<file path="config.mk">
export PLATFORM = sky130hd
export DESIGN_NAME = addsub_result_normalizer_flat
export DESIGN_NICKNAME = d
export VERILOG_FILES = /design/src/rtl/addsub_result_normalizer_if.sv /design/src/rtl/addsub_result_normalizer.sv /design/src/flat_wrapper.sv
export SDC_FILE = /design/constraint.sdc
export NUM_CORES = 1
export LEC_CHECK = 0
export CORE_MARGIN = 8
export CORE_UTILIZATION = 23
export CTS_CLUSTER_DIAMETER = 150
export DETAILED_ROUTE_END_ITERATION = 8
export GPL_TIMING_DRIVEN = 0
export PLACE_DENSITY = 0.42
export RECOVER_POWER = 100
export SYNTH_ARGS = -nofsm -noshare
export SYNTH_HDL_FRONTEND = slang
export SYNTH_SLANG_ARGS = --single-unit
</file>
<file path="constraint.sdc">
create_clock -name clk -period 2.2 [get_ports clk]
set_clock_uncertainty 0.05 [all_clocks]
set_input_delay 0.44 -clock clk [delete_from_list [all_inputs] [get_ports clk]]
set_output_delay 0.44 -clock clk [all_outputs]
set_load 0.05 [all_outputs]
</file>
<file path="src/rtl/addsub_result_normalizer_if.sv">
// Handshake and data bundle between the FP add/sub front end, this normalizer
// and the rounding stage.
interface addsub_result_normalizer_if #(
  parameter int MW = 23,
  parameter int EW = 8
);
  logic          in_valid;
  logic          in_ready;
  logic          eff_op_i;
  logic [MW+1:0] sum_i;
  logic          sum_neg_i;
  logic [EW-1:0] exp_i;
  logic          sign_i;
  logic          out_valid;
  logic          out_ready;
  logic [MW:0]   mant_o;
  logic [EW-1:0] exp_o;
  logic          sign_o;
  logic          sticky_o;
  logic          zero_o;
  logic          ovf_o;

  modport slave (
    input  in_valid, eff_op_i, sum_i, sum_neg_i, exp_i, sign_i, out_ready,
    output in_ready, out_valid, mant_o, exp_o, sign_o, sticky_o, zero_o, ovf_o
  );

  modport master (
    output in_valid, eff_op_i, sum_i, sum_neg_i, exp_i, sign_i, out_ready,
    input  in_ready, out_valid, mant_o, exp_o, sign_o, sticky_o, zero_o, ovf_o
  );
endinterface

</file>
<file path="src/rtl/addsub_result_normalizer.sv">
// Back end of the FP add/sub datapath: restores magnitude and sign of the raw
// adder result, normalizes it one bit per cycle and hands it to rounding.
module addsub_result_normalizer #(
  parameter int MW = 23,
  parameter int EW = 8
) (
  input  logic                         clk,
  input  logic                         rst_n,
  addsub_result_normalizer_if.slave    io
);

  typedef enum logic [1:0] {IDLE, FIX, NORM, DONE} state_t;

  state_t        state;
  logic          op_r;
  logic          neg_r;
  logic          shifted;
  logic [MW+1:0] mant_r;
  logic [EW-1:0] exp_r;
  logic          sign_r;
  logic          sticky_r;
  logic          zero_r;
  logic          ovf_r;
  logic          in_ready_r;
  logic          out_valid_r;

  logic [MW+1:0] fix_mant;
  logic [EW-1:0] fix_exp;
  logic [EW-1:0] exp_inc;
  logic          fix_sign;
  logic          fix_sticky;
  logic          fix_zero;
  logic          fix_ovf;

  // First-match case selection for the fix-up cycle.
  always_comb begin
    fix_mant   = mant_r;
    fix_exp    = exp_r;
    fix_sign   = sign_r;
    fix_sticky = 1'b0;
    fix_zero   = 1'b0;
    fix_ovf    = 1'b0;
    exp_inc    = exp_r + 1'b1;
    if (op_r && neg_r) begin
      fix_mant = -mant_r;
      fix_sign = ~sign_r;
    end else if (!op_r && mant_r[MW+1]) begin
      fix_mant   = mant_r >> 1;
      fix_sticky = mant_r[0];
      fix_exp    = exp_inc;
      if (exp_inc == '1) begin
        fix_ovf  = 1'b1;
        fix_mant = '0;
      end
    end else if (!op_r && exp_r == '0 && mant_r[MW]) begin
      fix_exp = EW'(1);
    end else if (mant_r == '0) begin
      fix_zero = 1'b1;
      fix_sign = 1'b0;
      fix_exp  = '0;
      fix_mant = '0;
    end
  end

  // Every op passes through NORM at least once so that out_valid always rises
  // two edges after acceptance plus one edge per left shift.
  always_ff @(posedge clk or negedge rst_n) begin
    if (!rst_n) begin
      state       <= IDLE;
      op_r        <= 1'b0;
      neg_r       <= 1'b0;
      shifted     <= 1'b0;
      mant_r      <= '0;
      exp_r       <= '0;
      sign_r      <= 1'b0;
      sticky_r    <= 1'b0;
      zero_r      <= 1'b0;
      ovf_r       <= 1'b0;
      in_ready_r  <= 1'b1;
      out_valid_r <= 1'b0;
    end else begin
      case (state)
        IDLE: begin
          if (io.in_valid) begin
            op_r       <= io.eff_op_i;
            neg_r      <= io.sum_neg_i;
            mant_r     <= io.sum_i;
            exp_r      <= io.exp_i;
            sign_r     <= io.sign_i;
            sticky_r   <= 1'b0;
            zero_r     <= 1'b0;
            ovf_r      <= 1'b0;
            shifted    <= 1'b0;
            in_ready_r <= 1'b0;
            state      <= FIX;
          end
        end
        FIX: begin
          mant_r   <= fix_mant;
          exp_r    <= fix_exp;
          sign_r   <= fix_sign;
          sticky_r <= fix_sticky;
          zero_r   <= fix_zero;
          ovf_r    <= fix_ovf;
          state    <= NORM;
        end
        NORM: begin
          if (zero_r || ovf_r || mant_r[MW]) begin
            out_valid_r <= 1'b1;
            state       <= DONE;
          end else if (exp_r > EW'(1)) begin
            mant_r  <= mant_r << 1;
            exp_r   <= exp_r - 1'b1;
            shifted <= 1'b1;
          end else begin
            // Only a shifted-down result becomes subnormal; an unshifted one keeps its exponent.
            if (shifted && exp_r == EW'(1)) exp_r <= '0;
            out_valid_r <= 1'b1;
            state       <= DONE;
          end
        end
        DONE: begin
          if (io.out_ready) begin
            out_valid_r <= 1'b0;
            in_ready_r  <= 1'b1;
            state       <= IDLE;
          end
        end
        default: state <= IDLE;
      endcase
    end
  end

  assign io.in_ready  = in_ready_r;
  assign io.out_valid = out_valid_r;
  assign io.mant_o    = mant_r[MW:0];
  assign io.exp_o     = exp_r;
  assign io.sign_o    = sign_r;
  assign io.sticky_o  = sticky_r;
  assign io.zero_o    = zero_r;
  assign io.ovf_o     = ovf_r;

endmodule

</file>
<file path="src/flat_wrapper.sv">
// flat-port wrapper written by rule: the top's interface ports become plain ports
module addsub_result_normalizer_flat 
#(
  parameter int MW = 23,
  parameter int EW = 8
)
  (clk, rst_n, io_in_valid, io_eff_op_i, io_sum_i, io_sum_neg_i, io_exp_i, io_sign_i, io_out_ready, io_in_ready, io_out_valid, io_mant_o, io_exp_o, io_sign_o, io_sticky_o, io_zero_o, io_ovf_o);
  addsub_result_normalizer_if #(.MW(MW), .EW(EW)) io_i ();
  input  logic clk;
  input  logic rst_n;
  input wire logic [$bits(io_i.in_valid)-1:0] io_in_valid;
  input wire logic [$bits(io_i.eff_op_i)-1:0] io_eff_op_i;
  input wire logic [$bits(io_i.sum_i)-1:0] io_sum_i;
  input wire logic [$bits(io_i.sum_neg_i)-1:0] io_sum_neg_i;
  input wire logic [$bits(io_i.exp_i)-1:0] io_exp_i;
  input wire logic [$bits(io_i.sign_i)-1:0] io_sign_i;
  input wire logic [$bits(io_i.out_ready)-1:0] io_out_ready;
  output wire logic [$bits(io_i.in_ready)-1:0] io_in_ready;
  output wire logic [$bits(io_i.out_valid)-1:0] io_out_valid;
  output wire logic [$bits(io_i.mant_o)-1:0] io_mant_o;
  output wire logic [$bits(io_i.exp_o)-1:0] io_exp_o;
  output wire logic [$bits(io_i.sign_o)-1:0] io_sign_o;
  output wire logic [$bits(io_i.sticky_o)-1:0] io_sticky_o;
  output wire logic [$bits(io_i.zero_o)-1:0] io_zero_o;
  output wire logic [$bits(io_i.ovf_o)-1:0] io_ovf_o;
  assign io_i.in_valid = io_in_valid;
  assign io_i.eff_op_i = io_eff_op_i;
  assign io_i.sum_i = io_sum_i;
  assign io_i.sum_neg_i = io_sum_neg_i;
  assign io_i.exp_i = io_exp_i;
  assign io_i.sign_i = io_sign_i;
  assign io_i.out_ready = io_out_ready;
  assign io_in_ready = io_i.in_ready;
  assign io_out_valid = io_i.out_valid;
  assign io_mant_o = io_i.mant_o;
  assign io_exp_o = io_i.exp_o;
  assign io_sign_o = io_i.sign_o;
  assign io_sticky_o = io_i.sticky_o;
  assign io_zero_o = io_i.zero_o;
  assign io_ovf_o = io_i.ovf_o;
  addsub_result_normalizer #(.MW(MW), .EW(EW)) u_core (.clk(clk), .rst_n(rst_n), .io(io_i));
endmodule
</file>
==> qor.log, run 1 <==
[timing] RSZ-0062 raised after global routing yes
[yosys] synthesis warning total 0
[die] vertical die dimension 147 um
[timing] number of max-slew violations in the final report 0
[yosys] Synth Flop Type sky130_fd_sc_hd__dfrtp_1
[outcome] violated checks setup timing
[timing] fin worst setup slack -0.235 ns
[clocking] worst-case clock buffer depth 2
[setup_path] worst reg-to-reg path cell count 10
[timing] hold slack final 0.305 ns
[place] number of port buffers 77
[yosys] most used standard cell by instance count after synthesis sky130_fd_sc_hd__nand2_1
[yosys] part of the Yosys area used for sequential elements 27.8%
[yosys] number of flip-flops and latches in the synthesized netlist 44
[clocking] Hold-fix buffers, CTS 0
[setup_path] Worst setup startpoint u_core.mant_r[23]
[finish] Fillers 1,806
[die] Die Outline Area 21,700 um2
[min_path] Tightest Hold Check Type primary input to asynchronous set/reset pin
[yosys] share of Yosys cell area claimed by the top area cell type 27.1%
[clocking] total clock sinks 44
[die] effective utilization at floorplan 23.2%
[setup_path] Critical R2R Launch u_core.mant_r[23]
[die] core region area 17,100 um2
[finish] Final Net Count 698
[finish] layout cells sized above 1 30.8%
[die] horizontal extent of the die 147 um
[timing] final number of hold-violating endpoints 0
[grt] vias in the first global route 4,595
[finish] Top reg by flops u_core.mant_r
[run] Max-Cap Viols 0
[place] DP Wirelength 12.0 mm
[finish] flip-flop count of the largest register, all copies and words added 25
[setup_path] CP Capture Type flip-flop
[route] antenna viol nets, final 0
[yosys] most used standard cells in the synthesized netlist sky130_fd_sc_hd__nand2_1 (57), sky130_fd_sc_hd__o21ai_0 (51), sky130_fd_sc_hd__dfrtp_1 (43), sky130_fd_sc_hd__nor2_1 (38), sky130_fd_sc_hd__clkbuf_1 (35)
[yosys] number of cells produced by synthesis 527
[grt] global-route wire length before repair 26.5 mm
[finish] layout-stage area growth over the synthesis result 54.3%
[setup_path] register-to-register path setup slack -0.24 ns
[route] average routed wire per standard cell 19.5 um
[route] total via count after detailed routing 4,541
[clocking] Worst-path clk slew 0.07 ns
[grt] maximum number of pins on one net before global-route repair 26
[timing] min cycle time layout 2.44 ns
[setup_path] critical path fanouts, max 8
[route] first-iteration detailed-routing DRC count 418
[route] Vias/cell 5.20
[die] number of placement rows 48
[setup_path] required time of the critical path 2.38 ns
[yosys] Synthesized Nets 577
[yosys] count of different cell masters after synthesis 65
[setup_path] worst setup path class flip-flop to flip-flop
[clocking] Clk Latency, worst-skew pair 0.30 ns
[timing] number of endpoints failing setup at the final stage 35
[route] Remaining DRCs 0
[yosys] per-instance average area after synthesis 7.53 um2
[setup_path] data arrival time of the critical path 2.61 ns
[place] gp weighted congestion 0.886
[yosys] biggest area contributors in the synthesized netlist sky130_fd_sc_hd__dfrtp_1 (27%), sky130_fd_sc_hd__o21ai_0 (6.4%), sky130_fd_sc_hd__nand2_1 (5.4%)
[grt] antenna violations before repair 0
[timing] Highest Clock Rate 411 MHz
[setup_path] Critical R2R Capture u_core.mant_r[23]
[grt] grt ovf 0
[timing] slew margin rel. 21.8%
[clocking] Clock H-tree levels 2
[timing] Final period util 111%
[finish] Diodes inserted 0
[route] detailed-routing iteration count for the pre-antenna-repair pass 6
[setup_path] startpoint type of the worst setup path flip-flop
[clocking] Clk Tree Root Cell sky130_fd_sc_hd__clkbuf_16
[grt] Total GRT Usage 15.3%
[yosys] Cell Area, Synth 3970 um2
[yosys] cell accounting for the most synthesized area sky130_fd_sc_hd__dfrtp_1
[timing] slew at the pin closest to its max-slew limit 1.17 ns
[route] drt total wl 17.1 mm
[clocking] clock buffers created by TritonCTS 5
[yosys] Post-synth EDFFs 0
[die] number of top-level pins 78
[clocking] TritonCTS clock tree yes
[outcome] result of the run complete, but fails checks
[yosys] fraction of registers with async set or reset after synthesis 100%
placed cells by master (no fill, tap or decap), types with 6 or more instances in the layout:
master                            count
sky130_fd_sc_hd__nand2_1             53
sky130_fd_sc_hd__nor3_1              16
sky130_fd_sc_hd__o21ai_0             31
sky130_fd_sc_hd__buf_8                7
sky130_fd_sc_hd__o22ai_1              6
sky130_fd_sc_hd__buf_6               13
sky130_fd_sc_hd__o211ai_1             7
sky130_fd_sc_hd__nand3_1             12
sky130_fd_sc_hd__a21oi_1             27
sky130_fd_sc_hd__xnor2_1              9
sky130_fd_sc_hd__dfrtp_1             32
sky130_fd_sc_hd__a31oi_1             10
sky130_fd_sc_hd__o21ai_1             14
sky130_fd_sc_hd__dlygate4sd2_1        8
sky130_fd_sc_hd__nand4_1              8
sky130_fd_sc_hd__nor2_1              26
sky130_fd_sc_hd__dfrtp_2             11
sky130_fd_sc_hd__and3_1               6
sky130_fd_sc_hd__clkbuf_1            18
sky130_fd_sc_hd__o21ai_2             10
sky130_fd_sc_hd__ha_1                 6
sky130_fd_sc_hd__clkbuf_2            10
sky130_fd_sc_hd__nand2b_1             7
sky130_fd_sc_hd__clkdlybuf4s50_1     63
sky130_fd_sc_hd__buf_4               51
sky130_fd_sc_hd__xor2_1              10
sky130_fd_sc_hd__nor2_4               7
sky130_fd_sc_hd__nor2b_1              6
sky130_fd_sc_hd__clkbuf_16            6
sky130_fd_sc_hd__inv_1               13
sky130_fd_sc_hd__o221ai_1             9
sky130_fd_sc_hd__nor3_2               6
cells by family after synthesis:
logic type | Yosys count | share of synthesized area [%]
AO/OA/AOI/OAI | 166 | 26.6
XOR/XNOR | 20 | 4.41
adder cells (fa/ha/maj) | 10 | 3.15
buffers and inverters | 86 | 11.0
flip-flops | 44 | 27.8
multiplexers | 8 | 2.14
AND/OR/NAND/NOR | 193 | 24.9
cell type report:
class                           count  area [um2]  area share (%)
Clock buffer                        5         125            2.04
Clock inverter                      3        23.8           0.388
Tap cell                          225         282            4.60
Sequential cell                    44        1120            18.2
Buffer                             68         508            8.29
Multi-Input combinational cell    397        2880            47.0
Inverter                           14        52.6           0.858
Timing Repair Buffer              118        1140            18.6
how the worst max path moves through the flow:
stage	endpoint	slack (ns)	depth (start not counted)
global placement	u_core.io.ovf_o	-1.01	1
CTS	u_core.mant_r[13]	-0.26	8
finish	u_core.mant_r[23]	-0.24	10
global route	u_core.mant_r[17]	-0.34	8
floorplan	u_core.mant_r[19]	-0.09	8
detailed placement	u_core.io.exp_o[3]	-0.54	8
critical path, cell delays in order, from the launching register on:
cell and delay (ns):
sky130_fd_sc_hd__dfrtp_1 0.39, sky130_fd_sc_hd__buf_6 0.16, sky130_fd_sc_hd__or3_4 0.40, sky130_fd_sc_hd__a211o_1 0.35
sky130_fd_sc_hd__a21o_4 0.22, sky130_fd_sc_hd__buf_12 0.13, sky130_fd_sc_hd__nor2_4 0.15, sky130_fd_sc_hd__buf_6 0.15
sky130_fd_sc_hd__clkbuf_16 0.16, sky130_fd_sc_hd__nor2_4 0.03, sky130_fd_sc_hd__nor3_2 0.16
repair_timing:
item,CTS,global route
setup buffers,20,16
resized for setup,93,87
endpoints found under the setup margin,47,42
cloned,3,1
pin swaps,21,19
layer usage:
layer	track usage (%)	wire length, um	vias to the layer above
met1	19.9	7840	2238
met5	0	0	-
li1	-	-	2136
met2	25.6	8210	145
met3	2.26	780	22
met4	4.79	247	0
through the flow:
step	area, um2	setup TNS [ns]	worst slack [ns]	cells	utilization [%]
2_1_floorplan	4070	-0.633	-0.0927	527	-
3_3_place_gp	5120	-52.43	-1.01	829	29.9
3_5_place_dp	5140	-15.88	-0.545	830	30.0
4_1_cts	5740	-6.88	-0.263	859	33.6
5_1_grt	6130	-9.08	-0.344	874	35.8
6_report	6130	-6.11	-0.235	874	35.8
Power of run 1 is left out: the tool's default activity adds up to more than one toggle a clock period on the data nets, which glitch-free logic cannot reach.
==> run 2, diff against run 1 <==
Settings changed: PLACE_DENSITY 0.42 to unset, PLACE_DENSITY_LB_ADDON set to 0.1.
==> qor.log, run 2 (same netlist as run 1, synthesis figures left out) <==
[finish] layout-stage area growth over the synthesis result 50.2%
[clocking] Worst-path clk slew 0.07 ns
[grt] antenna violations before repair 0
[min_path] Tightest Hold Check Type primary input to asynchronous set/reset pin
[finish] Diodes inserted 0
[outcome] result of the run complete, but fails checks
[setup_path] Cell Chain, Critical Path buf_6, or4_4, nor4b_4, buf_4, a21oi_4, or2_4, buf_8, a31oi_1, a32o_1
[finish] area used by sequential logic in the layout 1110 um2
[finish] Top reg by flops u_core.mant_r
[clocking] clock buffers created by TritonCTS 5
[route] first-iteration detailed-routing DRC count 254
[timing] Highest Clock Rate 409 MHz
[route] antenna viol nets, final 0
[clocking] worst-case clock buffer depth 2
[grt] GR met2 Demand/Resource 25.9%
[timing] slew margin rel. 40.3%
[timing] number of max-slew violations in the final report 0
[die] Die Outline Area 21,700 um2
[die] core region area 17,100 um2
[die] number of placement rows 48
[finish] most frequent cells in the layout sky130_fd_sc_hd__nand2_1 (56), sky130_fd_sc_hd__buf_4 (51), sky130_fd_sc_hd__clkdlybuf4s50_1 (48), sky130_fd_sc_hd__o21ai_0 (44), sky130_fd_sc_hd__dfrtp_1 (33)
[clocking] Clk Tree Root Cell sky130_fd_sc_hd__clkbuf_16
[finish] Fillers 1,829
[route] total via count after detailed routing 4,432
[timing] final number of hold-violating endpoints 0
[setup_path] Critical-path top delay cell sky130_fd_sc_hd__or4_4
[setup_path] Critical R2R Capture u_core.mant_r[13]
[timing] slew at the pin closest to its max-slew limit 0.895 ns
[finish] flip-flop count of the largest register, all copies and words added 25
[clocking] Clock H-tree levels 2
[timing] RSZ-0062 raised after global routing yes
[grt] Total GRT Usage 15.7%
[grt] GRT busiest layer met2
[setup_path] Worst setup startpoint u_core.mant_r[6]
[setup_path] destination of the critical timing path u_core.mant_r[13]
[timing] post-route setup TNS -3.75 ns
[place] number of port buffers 77
[clocking] Hold-fix buffers, CTS 0
[clocking] Clk Latency, worst-skew pair 0.31 ns
[grt] maximum number of pins on one net before global-route repair 33
[finish] Final Net Count 698
[setup_path] critical path fanouts, max 5
[clocking] TritonCTS clock tree yes
[place] gp weighted congestion 0.876
[run] Max-Cap Viols 0
[setup_path] required time of the critical path 2.39 ns
[setup_path] worst setup path class flip-flop to flip-flop
[setup_path] data arrival time of the critical path 2.64 ns
[finish] final design area excluding fillers 5960 um2
[setup_path] worst reg-to-reg path cell count 9
[die] horizontal extent of the die 147 um
[grt] GRT met1 Usage 21.0%
[route] Remaining DRCs 0
[clocking] total clock sinks 44
[route] average routed wire per standard cell 19.6 um
[timing] number of endpoints failing setup at the final stage 33
[timing] fin worst setup slack -0.247 ns
[setup_path] register-to-register path setup slack -0.25 ns
[grt] global-route wire length before repair 26.8 mm
[route] Vias/cell 5.07
[die] number of top-level pins 78
[die] effective utilization at floorplan 23.2%
[finish] layout cells sized above 1 26.3%
[outcome] violated checks setup timing
[finish] most common cell after layout, fill and taps aside sky130_fd_sc_hd__nand2_1
[place] DP Wirelength 12.3 mm
[route] detailed-routing iteration count for the pre-antenna-repair pass 4
[setup_path] Critical R2R Launch u_core.mant_r[6]
[finish] total area of multi-input combinational cells 2770 um2
[grt] met3 Use GR 2.63%
[grt] vias in the first global route 4,623
[timing] Final period util 111%
[grt] grt ovf 0
[setup_path] critical path's largest stage delay 0.52 ns
[die] vertical die dimension 147 um
[place] instance area at placement 5140 um2
[setup_path] startpoint type of the worst setup path flip-flop
[route] drt total wl 17.1 mm
[setup_path] CP Capture Type flip-flop
[timing] min cycle time layout 2.45 ns
run 2: cell types whose count changed in the layout (fill, tap and decap cells not counted), sizes merged:
cell           previous run  this run
buf                      78        73
clkbuf                   41        44
clkdlybuf4s50            63        48
clkinv                    1         0
clkinvlp                  2         1
dlygate4sd2               8        12
dlygate4sd3               1        16
run 2: area by class of cell:
| class | instances | share of cell area (%) |
|---|---|---|
| multi-input cells | 397 | 46.5 |
| flip-flops and latches | 44 | 18.7 |
| repair buffers | 119 | 18.4 |
| plain buffers | 67 | 8.27 |
| well taps | 225 | 4.72 |
| clock buffers | 7 | 2.39 |
| inverters | 14 | 0.881 |
| clock inverters | 1 | 0.126 |
run 2: worst min path at each step:
| stage | startpoint | end | slack [ns] |
|---|---|---|---|
| global placement | u_core.shifted | u_core.shifted | 0.44 |
| finish | rst_n | u_core.io.exp_o[0] | 0.15 |
| global route | rst_n | u_core.io.exp_o[0] | 0.24 |
| detailed placement | rst_n | u_core.neg_r | 0.34 |
| floorplan | rst_n | u_core.io.exp_o[0] | 0.09 |
| CTS | rst_n | u_core.neg_r | 0.007 |
run 2: what timing repair did:
item | CTS | global route
gates resized for setup | 83 | 47
endpoints found under the hold margin | 0 | 0
endpoints found under the setup margin | 51 | 38
setup buffers | 26 | 15
gates cloned | 1 | 0
pin swaps | 16 | 21
run 2: critical path: cells and delay by family (launching register included):
family	cells	cell delay [ns]
AO/OA/AOI/OAI	3	0.38
buffers and inverters	3	0.47
flip-flops	1	0.39
AND/OR/NAND/NOR	3	1.09
run 2: routing by layer:
| layer | wire [um] | vias up | part of all wire (%) |
|---|---|---|---|
| li1 | - | 2142 | - |
| met1 | 8070 | 2171 | 47 |
| met2 | 8110 | 106 | 47 |
| met3 | 730 | 13 | 4.3 |
| met4 | 219 | 0 | 1.3 |
| met5 | 0 | - | 0 |
run 2: per-stage QoR:
step | setup WS, ns | util, % | hold slack, ns | cells
final | -0.247 | 34.8 | 0.155 | 874
after detailed placement | -0.637 | 30.0 | 0.343 | 830
after CTS | -0.272 | 33.6 | 0.00728 | 862
after floorplan | -0.0927 | - | 0.0944 | 527
after global routing | -0.322 | 34.8 | 0.239 | 874
after global placement | -1.05 | 29.9 | 0.436 | 829
Power of run 2 is left out for the same reason.
==> run 3, diff against run 2 <==
Settings changed: GPL_TIMING_DRIVEN 0 to unset, SLEW_MARGIN set to 20.
Clock period 2.2 ns to 2.9 ns, I/O delays scaled along.
==> qor.log, run 3 (same netlist as run 1, synthesis figures left out) <==
[route] first-iteration detailed-routing DRC count 258
[clocking] clock buffers created by TritonCTS 5
[grt] Total GRT Usage 14.0%
[timing] post-route setup TNS 0 ns
[place] DP Wirelength 10.9 mm
[finish] Top reg by flops u_core.mant_r
[setup_path] startpoint type of the worst setup path flip-flop
[route] Remaining DRCs 0
[place] instance area at placement 4980 um2
[die] effective utilization at floorplan 23.2%
[timing] RSZ-0062 raised after global routing no
[finish] most common cell after layout, fill and taps aside sky130_fd_sc_hd__nand2_1
[die] horizontal extent of the die 147 um
[setup_path] CP Capture Type flip-flop
[route] antenna viol nets, final 0
[grt] maximum number of pins on one net before global-route repair 45
[grt] antenna violations before repair 0
[route] average routed wire per standard cell 18.9 um
[setup_path] required time of the critical path 3.04 ns
[clocking] Clock H-tree levels 2
[finish] flip-flop count of the largest register, all copies and words added 25
[timing] Highest Clock Rate 377 MHz
[outcome] result of the run finished clean
[clocking] Clk Latency, worst-skew pair 0.31 ns
[route] detailed-routing iteration count for the pre-antenna-repair pass 4
[die] number of top-level pins 78
[clocking] Worst-path clk slew 0.07 ns
[run] Max-Cap Viols 0
[timing] final number of hold-violating endpoints 0
[finish] most frequent cells in the layout sky130_fd_sc_hd__nand2_1 (57), sky130_fd_sc_hd__o21ai_0 (55), sky130_fd_sc_hd__dfrtp_1 (43), sky130_fd_sc_hd__dlygate4sd3_1 (39), sky130_fd_sc_hd__nor2_1 (38)
[grt] global-route wire length before repair 24.2 mm
[timing] slew at the pin closest to its max-slew limit 1.24 ns
[clocking] Clk Tree Root Cell sky130_fd_sc_hd__clkbuf_16
[clocking] post-CTS resize count 0
[timing] number of max-slew violations in the final report 0
[grt] grt ovf 0
[timing] hold slack final 0.463 ns
[place] Cells after DPL 798
[timing] Final period util 91.5%
[setup_path] data arrival time of the critical path 2.79 ns
[min_path] Tightest Hold Check Type flip-flop to flip-flop
[place] number of port buffers 77
[route] drt total wl 15.2 mm
[finish] layout cells sized above 1 11.4%
[route] total via count after detailed routing 4,136
[place] gp weighted congestion 0.800
[clocking] Setup Fix Bufs, Post-CTS 0
[finish] Final Net Count 630
[finish] Diodes inserted 0
[die] number of placement rows 48
[timing] min cycle time layout 2.65 ns
[die] Die Outline Area 21,700 um2
[finish] number of standard cells in the final layout excluding fillers 806
[clocking] total clock sinks 44
[finish] final design area excluding fillers 5150 um2
[clocking] worst-case clock buffer depth 2
[grt] vias in the first global route 4,289
[setup_path] worst setup path class flip-flop to flip-flop
[finish] Fillers 1,852
[timing] slew margin rel. 17.1%
[die] core region area 17,100 um2
[finish] layout-stage area growth over the synthesis result 29.7%
[die] vertical die dimension 147 um
[clocking] TritonCTS clock tree yes
[clocking] Hold-fix buffers, CTS 0
[setup_path] critical path fanouts, max 21
[timing] number of endpoints failing setup at the final stage 0
[route] Vias/cell 5.13
## run 3: changes by cell type in the layout (fill, tap and decap cells not counted), moves of 12 or more
cell,delta
sky130_fd_sc_hd__dlygate4sd2_1,-12
sky130_fd_sc_hd__clkbuf_1,-13
sky130_fd_sc_hd__buf_6,-12
sky130_fd_sc_hd__dlygate4sd3_1,+23
sky130_fd_sc_hd__buf_4,-15
## run 3: layer usage
metal  track usage (%)  share of wire (%)  wire (um)  vias to the layer above
met1              18.1                 47       7210                     2033
met4              4.33                1.2        179                        0
met3              2.57                4.4        668                       12
li1                  -                  -          -                     1995
met2              23.0                 47       7140                       96
met5                 0                  0          0                        -
## run 3: path summary, 6_finish.rpt
path | from | slack, ns | cells after the start | endpoint
min in group asynchronous | rst_n | 0.57 | 2 | u_core.mant_r[4]
hold reg to reg | u_core.io.zero_o | 0.46 | 2 | u_core.io.zero_o
hold / removal | u_core.io.zero_o | 0.46 | 2 | u_core.io.zero_o
max in group asynchronous | rst_n | 1.48 | 2 | u_core.io.sticky_o
setup reg to reg | u_core.mant_r[1] | 0.25 | 8 | u_core.mant_r[23]
setup / recovery | u_core.mant_r[1] | 0.25 | 8 | u_core.mant_r[23]
## run 3: critical path, cell delays in order, from the launching register on
cell and delay (ns):
sky130_fd_sc_hd__dfrtp_1 0.41, sky130_fd_sc_hd__inv_1 0.12, sky130_fd_sc_hd__ha_1 0.29, sky130_fd_sc_hd__nor3b_1 0.29
sky130_fd_sc_hd__nor4b_4 0.38, sky130_fd_sc_hd__a21oi_2 0.15, sky130_fd_sc_hd__or2_4 0.35, sky130_fd_sc_hd__a2111oi_1 0.39
sky130_fd_sc_hd__nor3_1 0.11
## run 3: layout make-up
type                    count  area (um2)  area share [%]
multi-input cells         397        2430            47.1
flip-flops and latches     44        1100            21.4
repair buffers            118        1100            21.5
inverters                  14        52.6            1.02
well taps                 225         282            5.47
clock buffers               7         153            2.96
clock inverters             1        30.0           0.583
## run 3: through the flow
| stage | utilization (%) | worst slack (ns) |
|---|---|---|
| final | 30.1 | 0.245 |
| after global routing | 30.1 | 0.0246 |
| after CTS | 30.2 | 0.238 |
| after detailed placement | 29.1 | 0.0937 |
| after global placement | 29.1 | 0.149 |
| after floorplan | - | 0.254 |
Power of run 3 is left out for the same reason.
